[src/rtl/seq_divider.sv]
// ----------------------------------------------------------------------------
// seq_divider
//   Sequential restoring divider. It produces one quotient bit per clock, MSB
//   first. Each step is a trial subtraction done as an add of ~B with carry-in
//   1. A carry-out of 1 means the trial result is non-negative, so it is kept.
//
//   Optional macro: SEQ_DIVIDER_SIGNED_EN
//     Undefined : unsigned division only.
//     Defined   : two's complement operands. The block divides the
//                 magnitudes. In the final register stage it negates the
//                 quotient when the operand signs differ, and negates the
//                 remainder when A < 0. This truncates toward zero.
//
// Ports
//   clk          : system clock, rising edge
//   rst_n        : asynchronous active-low reset
//   start        : request a division; accepted whenever busy is low
//   A, B         : dividend / divisor, captured on the accept edge
//   Quotient     : quotient result, held until the next accepted start
//   Remainder    : remainder result, held until the next accepted start
//   busy         : high while iterating (WIDTH cycles)
//   done         : one-cycle pulse when Quotient/Remainder become valid
//   div_by_zero  : set together with done when the captured B was zero
// ----------------------------------------------------------------------------
module seq_divider #(
    parameter int WIDTH = 4
) (
    input  logic             clk,
    input  logic             rst_n,
    input  logic             start,
    input  logic [WIDTH-1:0] A,
    input  logic [WIDTH-1:0] B,
    output logic [WIDTH-1:0] Quotient,
    output logic [WIDTH-1:0] Remainder,
    output logic             busy,
    output logic             done,
    output logic             div_by_zero
);

    localparam int CW = $clog2(WIDTH);

    typedef enum logic [1:0] {IDLE, CALC, DONE} state_t;

    state_t           state_q;
    logic [WIDTH-1:0] a_q;        // dividend bits; quotient bits shift in at the LSB
    logic [WIDTH-1:0] b_q;        // divisor (magnitude in signed mode)
    // After each step the kept remainder is < B, so its top bit is always
    // zero. The full WIDTH+1 bit working value exists only as shift_d/sum_d.
    logic [WIDTH-1:0] part_q;
    logic [CW-1:0]    cnt_q;
    logic [WIDTH-1:0] quo_q, rem_q;
    logic             busy_q, done_q, dbz_q;

    logic [WIDTH:0]   shift_d;
    logic [WIDTH+1:0] sum_d;
    logic             qbit_d;
    logic [WIDTH:0]   part_d;
    logic [WIDTH-1:0] quo_raw_d, rem_raw_d;
    logic [WIDTH-1:0] quo_fix_d, rem_fix_d;
    logic [WIDTH-1:0] mag_a_d, mag_b_d;
    logic             last_d;

`ifdef SEQ_DIVIDER_SIGNED_EN
    logic neg_q_q, neg_r_q;
`endif

    // One restoring step: shift in the next dividend bit, then trial-subtract
    // the divisor through the adder path (~B + 1).
    always_comb begin
        shift_d   = {part_q, a_q[WIDTH-1]};
        sum_d     = {1'b0, shift_d} + {1'b0, ~{1'b0, b_q}} + {{(WIDTH+1){1'b0}}, 1'b1};
        qbit_d    = sum_d[WIDTH+1];
        part_d    = qbit_d ? sum_d[WIDTH:0] : shift_d;
        quo_raw_d = {a_q[WIDTH-2:0], qbit_d};
        rem_raw_d = part_d[WIDTH-1:0];
        last_d    = (cnt_q == CW'(WIDTH-1));
    end

`ifdef SEQ_DIVIDER_SIGNED_EN
    // For the most-negative operand the "magnitude" is the same bit pattern.
    // Read as unsigned, that pattern is the correct magnitude, so
    // MIN / -1 wraps back to MIN.
    always_comb begin
        mag_a_d   = A[WIDTH-1] ? (~A + 1'b1) : A;
        mag_b_d   = B[WIDTH-1] ? (~B + 1'b1) : B;
        quo_fix_d = neg_q_q ? (~quo_raw_d + 1'b1) : quo_raw_d;
        rem_fix_d = neg_r_q ? (~rem_raw_d + 1'b1) : rem_raw_d;
    end
`else
    always_comb begin
        mag_a_d   = A;
        mag_b_d   = B;
        quo_fix_d = quo_raw_d;
        rem_fix_d = rem_raw_d;
    end
`endif

    always_ff @(posedge clk or negedge rst_n) begin
        if (!rst_n) begin
            state_q <= IDLE;
            a_q     <= '0;
            b_q     <= '0;
            part_q  <= '0;
            cnt_q   <= '0;
            quo_q   <= '0;
            rem_q   <= '0;
            busy_q  <= 1'b0;
            done_q  <= 1'b0;
            dbz_q   <= 1'b0;
`ifdef SEQ_DIVIDER_SIGNED_EN
            neg_q_q <= 1'b0;
            neg_r_q <= 1'b0;
`endif
        end else begin
            done_q <= 1'b0;
            case (state_q)
                IDLE, DONE: begin
                    if (start) begin
                        a_q    <= mag_a_d;
                        b_q    <= mag_b_d;
                        part_q <= '0;
                        cnt_q  <= '0;
                        dbz_q  <= 1'b0;
`ifdef SEQ_DIVIDER_SIGNED_EN
                        neg_q_q <= A[WIDTH-1] ^ B[WIDTH-1];
                        neg_r_q <= A[WIDTH-1];
`endif
                        if (B != '0) begin
                            state_q <= CALC;
                            busy_q  <= 1'b1;
                        end else begin
                            // Zero divisor: skip iteration, report immediately.
                            state_q <= DONE;
                            quo_q   <= '1;
                            rem_q   <= A;
                            dbz_q   <= 1'b1;
                            done_q  <= 1'b1;
                        end
                    end else begin
                        state_q <= IDLE;
                    end
                end
                CALC: begin
                    a_q    <= quo_raw_d;
                    part_q <= rem_raw_d;
                    cnt_q  <= cnt_q + 1'b1;
                    if (last_d) begin
                        state_q <= DONE;
                        quo_q   <= quo_fix_d;
                        rem_q   <= rem_fix_d;
                        busy_q  <= 1'b0;
                        done_q  <= 1'b1;
                    end
                end
                default: begin
                    state_q <= IDLE;
                    busy_q  <= 1'b0;
                end
            endcase
        end
    end

    assign Quotient    = quo_q;
    assign Remainder   = rem_q;
    assign busy        = busy_q;
    assign done        = done_q;
    assign div_by_zero = dbz_q;

endmodule

[config.mk]
export PLATFORM = sky130hd
export DESIGN_NAME = seq_divider
export DESIGN_NICKNAME = d
export VERILOG_FILES = /design/src/rtl/seq_divider.sv
export SDC_FILE = /design/constraint.sdc
export NUM_CORES = 1
export LEC_CHECK = 0
export CAP_MARGIN = 20
export CORE_MARGIN = 3
export CORE_UTILIZATION = 25
export CTS_BUF_LIST = sky130_fd_sc_hd__clkbuf_4 sky130_fd_sc_hd__clkbuf_8
export CTS_CLUSTER_DIAMETER = 200
export DETAILED_ROUTE_END_ITERATION = 10
export MAX_ROUTING_LAYER = met4
export PLACE_DENSITY_LB_ADDON = 0.05
export SLEW_MARGIN = 25
export SYNTH_ARGS = -nofsm -noshare
export SYNTH_HDL_FRONTEND = slang
export SYNTH_SLANG_ARGS = --single-unit
[constraint.sdc]
create_clock -name clk -period 4.3 [get_ports clk]
set_input_delay 0.43 -clock clk [delete_from_list [all_inputs] [get_ports clk]]
set_output_delay 0.43 -clock clk [all_outputs]
set_load 0.02 [all_outputs]
* After elaboration in Yosys (flattened, before gate mapping)
Index checks and enable logic that the tools add are counted.
Cells by class: bitwise logic cells 1, add/sub/neg operators 3, muxes and demuxes 27, reduce and logical (&&, ||, !) cells 8, eq/ne operators 7
Operator list (number):
- two-way mux 4 bit | 9
- one-hot mux 4 bit (2 select lines) | 4
- two-way mux 2 bit | 4
- inequality test 2 bit, second input constant | 4
- one-hot mux 2 bit (2 select lines) | 2
- adder 5 x 5 -> 6 bit | 1
- adder 6 x 1 -> 6 bit, second input constant | 1
- two-way mux 1 bit | 6
- inverter 4 -> 5 bit | 1
- == test 2 bit, second input constant | 2
- one-hot mux 1 bit (2 select lines) | 2
- AND reduction 2 bit | 2
- AND reduction 4 bit | 1
- nonzero test 4 bit | 1
- AND reduction 3 bit | 1
- adder 2 x 1 -> 2 bit, second input constant | 1
- == test 2 x 1 -> 1 bit, second input constant | 1
- zero test 2 bit | 1
- nonzero test 2 bit | 1
- OR reduction 2 bit | 1
Storage, ports and cells: word-level logic and storage cells 56, bits of input ports 11, output and inout port bits 11, bits in registers 27

* Depth between registers and ports, before layout
Gate-level depths: netlist of the first run.
depth after elaboration 6, mapped depth 7, mapped depth without buffers 7

* Worst setup path before layout of the first run
Ideal clock, no wire load.
path kind register -> register, start register part_q[0], end register part_q[2], cell stages (with the launch flop) 7, period minus slack after synthesis 1.629 ns, path slack 2.671 ns, data required time 4.181 ns, arrival time 1.510 ns, path buffers 0, cells stage by stage dfrtp_1 ha_1 nor2b_1 o31a_1 nor3_1 a211oi_2 a21o_2
On the way: word-level cells in the longest chain between the ends 4
RTL lines:
- start, declared | line 49 | logic [WIDTH-1:0] part_q;
- start signal, assigned | line 145 | part_q <= rem_raw_d;
- adder 5 x 5 -> 6 bit | line 71 | sum_d = {1'b0, shift_d} + {1'b0, ~{1'b0, b_q}} + {{(WIDTH+1){1'b0}}, 1'b1};
- adder 6 x 1 -> 6 bit | line 71
- two-way mux 4 bit | line 73 | part_d = qbit_d ? sum_d[WIDTH:0] : shift_d;
- one-hot mux 4 bit (2 select lines) | line 116 | case (state_q)
Every way passes these cells. A chain may end at the register's enable or synchronous reset.

* Worst setup path in the final report of the first run
start register b_q[1], end register rem_q[2] (netlist: Remainder[2])
On the way: word-level cells in the longest chain between the ends 6
RTL lines:
- start, declared | line 46 | logic [WIDTH-1:0] b_q;
- start signal, assigned | line 120 | b_q <= mag_b_d;
- inverter 4 -> 5 bit | line 71
- adder 5 x 5 -> 6 bit | line 71
- adder 6 x 1 -> 6 bit | line 71
- two-way mux 4 bit | line 73
- two-way mux 4 bit | line 147 | if (last_d) begin
- one-hot mux 4 bit (2 select lines) | line 116
- end signal, assigned | line 150 | rem_q <= rem_fix_d;
- end, declared | line 51 | logic [WIDTH-1:0] quo_q, rem_q;
Every way passes these cells. The select of a mux whose other input is x is not followed.

==> reports/metrics.yaml, run 1 <==
outcome: "complete, no violations"
cts_hold_buffers: 0
clock_sinks: 27
timing.hold.ws_ps: 498
worstReg2RegEnd: "Remainder[2]"
die_area_um2: 6130
clock_latency_ps: 270
grt_max_degree: 28
r2r-start: "b_q[1]"
grt_pass1_wl_um: 5040
holdPathStages: 1
worst_pin_slew_ps: 636
timing_worst_setup_path_type: "flop to flop"
core_area_um2: 4880
via_count: 973
layout-drive-gt1-share: 0.0993
synth_nets: 146
dpl.hpwl_um: 2240
drtPass1Iterations: 5
wl_per_cell_um: 13.6
synth_seq_cells: 27
holdCritPathClass: "flop to flop"
grt_usage: 0.107
max_freq_ghz: 0.549
slew_headroom: 0.575
critPathMaxStageDelay_ps: 370
cts-resized-gates: 0
nets: 169
initial_utilization: 0.268
n_antenna_cell: 0
yosysTopAreaCellShare: 0.517
grt_setup_unrepaired: "no"
maxCapViolCount: 0
min_to: "Quotient[2]"
min-delay-start: "Quotient[2]"
fillers: 528
gp_congestion: 0.778
period_share: 0.423
synth_area_leaders: "dfrtp_1 52%, nand2_1 8.3%, ha_1 4.8%, o22a_1 4.7%, o21ai_0 2.7%"
drc: 0
syn_area_per_cell_um2: 10.1
setup_tns_ps: 0
regToRegSetupSlack_ps: 2480
p_per_area_nw_per_um2: 808
finalSetupViolCount: 0
critPathLaunchType: "flop"
mostFrequentLayoutCells: "29 x nand2_1, 27 x dfrtp_1, 21 x clkdlybuf4s50_1"
wl_met3_um: 107
vdd_drop_max_mv: 0.308
overflow: 0
cts_tree: "done"
syn_area_um2: 1310
viasPerCell: 4.46
drt-met1-wl_um: 1430
numCtsBuffers: 3
ant_nets: 0
cp-end-kind: "flop"
total_power_mw: 1.32
yosysTopAreaCell: "dfrtp_1"
wl_um: 2960
critPathRequiredTime_ps: 4510
met2WireLength_um: 1400
synthCells: 129
top_layer_used: "met4"
fp.dieH_um: 78.3
fin_crit_ps: 1820
placed_area_um2: 1580
r2r_cells: 7
cts_buffer_depth: 2
synthDistinctLibCells: 32
clock_skew_ps: 2.50
io_pins: 22
leakagePower_nw: 0.705
area_growth_pct: 24.6
ys_warn_count: 0
numPortBuffers: 21
cts.htree.levels: 1
path_clk_slew_ps: 90
cp_slowest_cell: "dfrtp_1"
grt_pass1_vias: 1021
core.rowCount: 25
die_x_um: 78.3
startpoint: "b_q[1]"
worstPathCellList: "inv_1, ha_1, nor2b_1, o31ai_2, nand2_1, a211oi_2, o22a_1"
antenna_found_initial: 0
cts_root_buffer: "clkbuf_8"
drt_iter0_markers: 44
final_common_cell: "nand2_1"
slew_viol_final: 0
hold_violations: 0
crit_fanout: 4
final_area_um2: 1630
worstPathArrival_ps: 2040
synth.yosys.seq_area_share: 0.517
postCtsSetupRepairBufs: 0
Yosys cell counts:
master / number
nor3_1: 3
o21ai_0: 7
dfrtp_1: 27
nand2b_1: 2
buf_4: 1
nor4_4: 1
a31oi_1: 5
o22a_1: 7
nor4_2: 1
o31ai_2: 1
a22o_1: 1
nor4b_1: 1
nand2_2: 3
buf_2: 2
nand2_1: 29
o22ai_1: 1
o31a_1: 1
fa_1: 1
buf_6: 1
ha_1: 5
or2_2: 1
a21o_1: 2
a21oi_1: 3
inv_1: 6
o21a_1: 1
nor2b_1: 2
a21o_2: 1
o21a_2: 1
a211oi_2: 1
xnor2_1: 1
nor2_1: 9
and2b_1: 1
flip-flops by register name, indices dropped and copies added (netlist names):
signal       flops
div_by_zero      1
a_q              4
Quotient         4
cnt_q            2
state_q          2
done             1
busy             1
b_q              4
part_q           4
Remainder        4
per-layer routing:
layer  track usage  vias up
met5             -        -
li1              -      489
met3        0.0275        2
met1         0.140      467
met4        0.0192        0
met2         0.170       15
worst max-delay path, delay by kind of cell, from the launching register on:
family	cells	cell delay (ps)
AOI/OAI and AO/OA	3	680
DFF	1	370
and+or+nand+nor	2	340
adders and majority gates	1	250
buffers and inverters	1	130
kinds of logic (layout without fill, tap and decap cells):
family | Yosys count | in the layout | share of synthesized area
AO/OA/AOI/OAI | 32 | 32 | 0.177
XOR/XNOR | 1 | 1 | 0.00670
adder cells (fa/ha/maj) | 6 | 6 | 0.0632
buffers and inverters | 10 | 32 | 0.0392
flip-flops | 27 | 27 | 0.517
AND/OR/NAND/NOR | 53 | 53 | 0.197
cell type report:
class	count	area, um^2	share of cell area
timing repair buffer	22	218	0.134
sequential	27	676	0.415
multi-input combinational	92	581	0.356
inverter	6	22.5	0.0138
clock buffer	4	48.8	0.0300
tap	67	83.8	0.0515
power by group:
group | internal, mW | total, mW | switching (mW)
Sequential | 0.374 | 0.443 | 0.0694
Clock | 0.0726 | 0.151 | 0.0782
Combinational | 0.324 | 0.723 | 0.399
Total | 0.770 | 1.32 | 0.547
stage by stage:
stage                     setup WS [ps]  std cells  utilization
after detailed placement           2190        214        0.324
after floorplan                    2670        129            -
final                              2480        218        0.334
after global routing               2270        218        0.334
after global placement             2270        214        0.324
after CTS                          2440        218        0.334
worst max-delay path by stage:
stage                    to  cells after the start
5_1_grt        Remainder[2]                      7
3_3_place_gp   Remainder[3]                      6
6_report       Remainder[2]                      7
4_1_cts        Remainder[2]                      7
2_1_floorplan     part_q[2]                      6
3_5_place_dp   Remainder[0]                      6
Note: power is estimated with default switching activity, not from simulation.
==> run 2, diff against run 1 <==
clock period = 1.62 ns   (was 4.3 ns; I/O delays follow)
==> run 2 against run 1 <==
  * The flow now finishes with violations (setup timing)
  * First-iteration DRC count did not move
  * Combinational power rose to 3.8 times the previous value
  * Critical path depth did not move
  * Clock skew rose by 5.7 ps
  * Die area did not move
  * Final area rose by 16%
  * Utilization rose by 5.3 points
  * Clock-buffer cell count did not move
  * Global-route usage rose by 1.3 points
  * Clock power rose to 2.7 times the previous value
  * Non-clock buffer count rose by 19
  * Critical endpoint is now Remainder[0]
  * Largest cell class is now multi-input gates
==> reports/metrics.yaml, run 2 (same netlist as run 1, synthesis figures left out) <==
outcome: "complete, but fails checks"
violations: "setup timing"
via_count: 1033
grt_max_degree: 28
path_clk_slew_ps: 100
crit_cells: 7
worstPathArrival_ps: 1900
dpl_worst_slack_ps: -113
critPathBufInv: 1
numPortBuffers: 21
r2r_cells: 7
p_per_area_nw_per_um2: 2290
worst_pin_slew_ps: 380
mostFrequentLayoutCells: "28 x nand2_1, 27 x dfrtp_1, 21 x clkdlybuf4s50_1"
core_area_um2: 4880
grt_pass1_vias: 1111
max_freq_ghz: 0.598
area_growth_pct: 44.3
dpl.hpwl_um: 2360
startpoint: "b_q[1]"
numCtsBuffers: 3
met2WireLength_um: 1610
drt_iter0_markers: 44
n_antenna_cell: 0
cts_hold_buffers: 0
core.rowCount: 25
regToRegSetupSlack_ps: -50
slew_viol_final: 0
cts.htree.levels: 1
wl_per_cell_um: 13.8
internal_power_mw: 2.59
clock_skew_ps: 8.23
p_comb_frac: 0.631
viasPerCell: 4.36
clock_sinks: 27
timing_worst_setup_path_type: "flop to flop"
leakagePower_nw: 0.820
nets: 188
fin_crit_ps: 1670
period_share: 1.03
cp_slowest_cell: "dfrtp_1"
drt-met1-wl_um: 1550
wl_um: 3260
sw_frac_of_total: 0.400
cts_tree: "done"
finalNonFillerCells: 237
dp.cells: 231
hold_violations: 0
die_area_um2: 6130
critPathMaxStageDelay_ps: 380
fp.dieH_um: 78.3
cpLargestDelayFamily: "compound AO/OA/AOI/OAI gates"
clock_latency_ps: 280
endpoint: "Remainder[0]"
clkPwrFrac: 0.095
ant_nets: 0
grt_setup_unrepaired: "yes"
cp-end-kind: "flop"
cts_root_buffer: "clkbuf_8"
top_layer_used: "met4"
finalSetupViolCount: 5
gp_congestion: 0.747
overflow: 0
critPathRequiredTime_ps: 1840
worstPathCellList: "inv_2, ha_4, nor2b_4, o31a_1, nor3_1, o21a_1, o22a_1"
r2r-start: "b_q[1]"
crit_fanout: 4
initial_utilization: 0.268
grt_usage: 0.120
die_x_um: 78.3
timing.hold.ws_ps: 253
wl_met3_um: 69
io_pins: 22
power_switching_mw: 1.73
antenna_found_initial: 0
setup_tns_ps: -179
final_area_um2: 1890
drc: 0
fillers: 522
placed_area_um2: 1710
worstReg2RegEnd: "Remainder[0]"
holdCritPathClass: "input pin to async pin"
final_common_cell: "nand2_1"
maxCapViolCount: 0
drtPass1Iterations: 4
grt_pass1_wl_um: 5600
slew_headroom: 0.747
critPathLaunchType: "flop"
cts_buffer_depth: 2
seq_power_share: 0.274
vdd_drop_max_mv: 0.721
layout-drive-gt1-share: 0.276
final.setup.worst_slack_ps: -53.1
-- run 2: stage by stage --
stage | utilization | power, mW
floorplan | - | 2.59
global placement | 0.351 | 3.43
detailed placement | 0.351 | 3.42
CTS | 0.373 | 4.08
global route | 0.387 | 4.69
finish | 0.387 | 4.32
-- run 2: power groups by stage --
stage / logic [mW] / registers, mW / clock network [mW]
2_1_floorplan: 1.29 / 1.30 / 0
3_3_place_gp: 2.25 / 1.17 / 0
5_1_grt: 3.00 / 1.22 / 0.459
3_5_place_dp: 2.24 / 1.18 / 0
6_report: 2.73 / 1.18 / 0.409
4_1_cts: 2.48 / 1.17 / 0.433
-- run 2: how the worst min path moves through the flow --
stage	start	endpoint	slack, ps	cells past startpoint
2_1_floorplan	rst_n	Quotient[0]	-130	0
3_3_place_gp	div_by_zero	div_by_zero	470	2
3_5_place_dp	div_by_zero	div_by_zero	470	2
4_1_cts	rst_n	part_q[3]	270	2
5_1_grt	rst_n	part_q[3]	310	2
6_report	rst_n	part_q[3]	250	2
-- run 2: timing repair --
item	CTS	global route
buffers inserted	1	1
setup endpoints to repair	8	10
pin swaps	9	2
hold endpoints to repair	0	0
gates resized for setup	9	10
-- run 2: routing by layer --
layer / global-route usage / up-vias
met3: 0.0252 / 4
met1: 0.151 / 489
met4: 0.0315 / 0
met5: - / -
li1: - / 528
met2: 0.197 / 12
-- run 2: final cells by class --
| class | instances | area (um^2) | share of cell area |
|---|---|---|---|
| multi-input cells | 92 | 692 | 0.367 |
| flip-flops and latches | 27 | 676 | 0.358 |
| repair buffers | 41 | 364 | 0.193 |
| well taps | 67 | 83.8 | 0.0444 |
| clock buffers | 4 | 48.8 | 0.0259 |
| inverters | 6 | 22.5 | 0.0119 |
==> run 3, diff against run 2 <==
DONT_BUFFER_PORTS = 1   (was not set)
==> run 3 against run 2 <==
  * Routed wire length down 4.0%
  * Combinational power is 24% lower
  * Utilization down 4.6 points
  * Maximum frequency is 0.73% lower
  * Worst setup slack worse by 12 ps
  * Sequential power is 14% higher
  * Critical path depth unchanged
  * Hold slack got worse by 240 ps
  * Clock skew about the same
  * Final area decreased by 12%
  * Global-route usage down 0.33 points
  * The run still ends with setup timing left
==> reports/metrics.yaml, run 3 (same netlist as run 1, synthesis figures left out) <==
area_growth_pct: 27.1
outcome: "complete, but fails checks"
cts.htree.levels: 1
violations: "setup timing"
numCtsBuffers: 3
multi_input_area_um2: 651
final.setup.worst_slack_ps: -65.5
gp_congestion: 0.756
final_common_cell: "nand2_1"
cp-end-kind: "flop"
timing.hold.ws_ps: 13.6
min_to: "b_q[1]"
ant_nets: 0
max_freq_ghz: 0.593
dpl_worst_slack_ps: -93.6
worst_pin_slew_ps: 356
power_switching_mw: 1.60
maxCapViolCount: 0
startpoint: "a_q[3]"
overflow: 0
dp.cells: 206
cts_tree: "done"
clock_latency_ps: 280
path_clk_slew_ps: 100
via_count: 962
nets: 168
finalNonFillerCells: 217
clock_skew_ps: 8.24
holdPathStages: 2
grt_usage: 0.117
crit_fanout: 2
internal_power_mw: 2.23
p_per_area_nw_per_um2: 2300
grt_pass1_vias: 1067
dpl.hpwl_um: 2350
sw_frac_of_total: 0.418
drt_iter0_markers: 36
io_pins: 22
total_power_mw: 3.83
finalCoreUtilization: 0.341
initial_utilization: 0.268
drtPass1Iterations: 4
slew_headroom: 0.763
fp.dieH_um: 78.3
numPortBuffers: 0
seq_power_share: 0.352
antenna_found_initial: 0
wl_per_cell_um: 14.4
min-delay-start: "B[1]"
worstReg2RegEnd: "Remainder[2]"
vdd_drop_max_mv: 0.679
critPathRequiredTime_ps: 1840
timing_worst_setup_path_type: "flop to flop"
core_area_um2: 4880
viasPerCell: 4.43
p_comb_frac: 0.540
die_area_um2: 6130
holdCritPathClass: "input pin to flop"
cts_root_buffer: "clkbuf_8"
fin_crit_ps: 1690
grt_max_degree: 28
slew_viol_final: 0
hold_violations: 0
clock_sinks: 27
n_antenna_cell: 0
seq_area_um2: 676
finalSetupViolCount: 3
worstPathArrival_ps: 1910
regToRegSetupSlack_ps: -70
leakagePower_nw: 0.726
wl_um: 3130
die_x_um: 78.3
grt_setup_unrepaired: "yes"
fillers: 535
cts_buffer_depth: 2
period_share: 1.04
r2r-start: "a_q[3]"
layout-drive-gt1-share: 0.280
critPathLaunchType: "flop"
mostFrequentLayoutCells: "29 x nand2_1, 27 x dfrtp_1, 16 x buf_4"
grt_pass1_wl_um: 5460
r2r_cells: 7
core.rowCount: 25
drc: 0
clkPwrFrac: 0.108
==> run 3: cell count changes in the layout (fill, tap and decap cells not counted), sizes merged <==
cell           before  now
dlygate4sd3         0    4
buf                20   17
clkdlybuf4s50      21    0
==> run 3: layer usage <==
metal	GRT usage	vias to the layer above	routed length [um]
met1	0.147	452	1540
met3	0.0356	4	123
li1	-	489	-
met2	0.185	17	1430
met5	-	-	0
met4	0.0280	0	41
==> run 3: through the flow <==
step	instance area (um^2)	setup TNS, ps
6_report	1660	-86.2
2_1_floorplan	1310	0
5_1_grt	1660	-758
4_1_cts	1640	-196
3_3_place_gp	1470	-342
3_5_place_dp	1470	-385
==> run 3: final cells by class <==
cell class | count | share of cell area
Tap cell | 67 | 0.0505
Sequential cell | 27 | 0.407
Timing Repair Buffer | 21 | 0.108
Inverter | 6 | 0.0136
Clock buffer | 4 | 0.0294
Multi-Input combinational cell | 92 | 0.392
==> run 3: worst max-delay path by stage <==
| stage | slack, ps | depth (start not counted) | end |
|---|---|---|---|
| CTS | -90 | 7 | part_q[2] |
| floorplan | 4 | 6 | Remainder[0] |
| global route | -140 | 7 | Remainder[3] |
| detailed placement | -90 | 7 | Remainder[2] |
| finish | -70 | 7 | Remainder[2] |
| global placement | -110 | 7 | Remainder[2] |
==> run 3: power by group through the flow <==
stage | combinational (mW) | sequential [mW] | clock [mW]
floorplan | 1.29 | 1.30 | 0
global placement | 1.84 | 1.35 | 0
detailed placement | 1.83 | 1.35 | 0
CTS | 2.06 | 1.35 | 0.435
global route | 2.32 | 1.39 | 0.466
finish | 2.07 | 1.35 | 0.412
==> run 3: timing repair <==
item / 4_1_cts / 5_1_grt
buffers inserted: 1 / 1
hold buffers: 5 / 0
endpoints found under the setup margin: 8 / 9
endpoints found under the hold margin: 30 / 0
pin swaps: 7 / 5
gates resized for setup: 9 / 4
==> run 3: worst max-delay path, stage by stage, from the launching register on <==
cell,delay [ps]
dfrtp_1,380
inv_2,80
ha_4,150
inv_1,50
fa_2,340
xnor2_1,140
a211oi_2,310
o22a_1,180
==> patch, RTL diff (settings of run 2) <==
Register the input `start` before use, cleared by the reset. The logic sees it one clock later. The other inputs are not delayed to match.
--- a/src/rtl/seq_divider.sv
+++ b/src/rtl/seq_divider.sv
@@ -42,2 +42,12 @@
     typedef enum logic [1:0] {IDLE, CALC, DONE} state_t;
+
+    logic start_q;
+
+    always_ff @(posedge clk or negedge rst_n) begin
+        if (!rst_n) begin
+            start_q <= '0;
+        end else begin
+            start_q <= start;
+        end
+    end
 
@@ -117,3 +127,3 @@
                 IDLE, DONE: begin
-                    if (start) begin
+                    if (start_q) begin
                         a_q    <= mag_a_d;
Formal check against the unedited RTL: not equivalent (a bounded check fails within 4 cycles, from zero or initial values and one cycle with rst_n low).
==> patch against run 2 <==
The flow still finishes with violations (negative setup slack); fmax rose by 1.5%; area after synthesis rose by 3.1%; wire length rose by 0.15%; non-clock buffer count rose by 1; setup slack improved by 0.024 ns; cell area rose by 3.8%; power rose by 6.1%; sequential cell count rose by 1; via count rose by 2.5%; clock power rose by 38%; critical path depth fell by 1; worst hold slack got worse by 0.0065 ns; critical endpoint is now Remainder[3]$_DFFE_PN0P_; largest cell class unchanged.
==> patch: results (changes against run 2) <==
Total Routing Usage GR 12.10% (+0.090 points); outcome complete, but fails checks; DR iter-0 viols 55 (+25%); syn nets 147 (+0.68%); WL/cell 13.50 um (-1.9%); final wirelength 3267 um (+0.15%); DP HPWL 2428 um (+2.8%); vias 1059 (+2.5%); Register Area 700.7 um2 (+3.7%); vias in the first global route 1205 (+8.5%); # setup viols final 2 (-3); critical path data arrival time 1.88 ns (-0.02 ns); setup TNS -0.03691 ns (+0.1422 ns); Reg power frac 26.4% (-1.0 points); Mapped Cells 130 (+0.78%); peak supply drop 0.5984 mV (-17%); top cells by area, synth dfrtp_1, nand2_1, ha_1; share of cells above drive strength 1 29.07% (+1.4 points); placed insts 237 (+2.6%); Post-synth top cells nand2_1, dfrtp_1, nor2_1; violations in the final reports negative setup slack; clock network fraction of design power 12.3% (+2.8 points); Final GP Congestion 0.7245 (-3.0%); final worst setup slack -0.02885 ns (+0.02426 ns); nets 190 (+1.1%); Seq/Total Area, Yosys 52.00% (+0.32 points); crit-path max cell delay 0.39 ns; leakage 0.8538 nW (+4.1%); worst slew pin tran 0.4440 ns (+0.06427 ns); DP Area 1769 um2 (+3.3%); cell area power density 2338 nW/um2 (+2.2%)
-- patch: cell types whose count changed after synthesis --
cell     change
nor2b_1      -1
a21o_1       +1
a21o_2       -1
nor2b_4      +1
dfrtp_1      +1
o31a_4       +1
o31a_1       -1
-- patch: kinds of logic after synthesis --
logic type      share of synthesized area, %
compound gates                         17.73
simple gates                           19.68
flops                                  52.00
fa+ha+maj                              6.128
xor+xnor                              0.6501
buf+inv                                3.807
-- patch: final cells by class --
class	instances	area share, %
clock inverters	1	1.533
multi-input cells	92	36.21
clock buffers	3	2.107
inverters	6	1.149
well taps	70	4.470
flip-flops and latches	28	35.76
repair buffers	42	18.77
-- patch: final timing paths --
kind / from / to / slack, ns / depth (start not counted)
worst max-delay path: b_q[1]$_DFFE_PN0P_ / Remainder[3]$_DFFE_PN0P_ / -0.03 / 6
worst min-delay path: rst_n / b_q[3]$_DFFE_PN0P_ / 0.25 / 2
worst max register to register: b_q[1]$_DFFE_PN0P_ / Remainder[3]$_DFFE_PN0P_ / -0.03 / 6
worst min register to register: Quotient[1]$_DFFE_PN0P_ / Quotient[1]$_DFFE_PN0P_ / 0.50 / 1
max in group asynchronous: rst_n / part_q[0]$_DFFE_PN0P_ / 1.09 / 2
min in group clk: start / start_q$_DFF_PN0_ / 0.31 / 1
-- patch: metal layers --
| layer | GRT usage [%] | share of wire (%) | up-vias |
|---|---|---|---|
| met1 | 15.17 | 47 | 509 |
| met2 | 19.87 | 50 | 15 |
| met3 | 2.370 | 2.5 | 4 |
| li1 | - | - | 531 |
| met5 | - | 0 | - |
| met4 | 3.608 | 0.98 | 0 |
-- patch: worst register-to-register path: stages (launching register included) --
cell     delay (ns)
dfrtp_1        0.39
inv_2          0.08
ha_4           0.20
nor2b_4        0.13
o31a_4         0.32
nor4_4         0.32
o22a_1         0.17
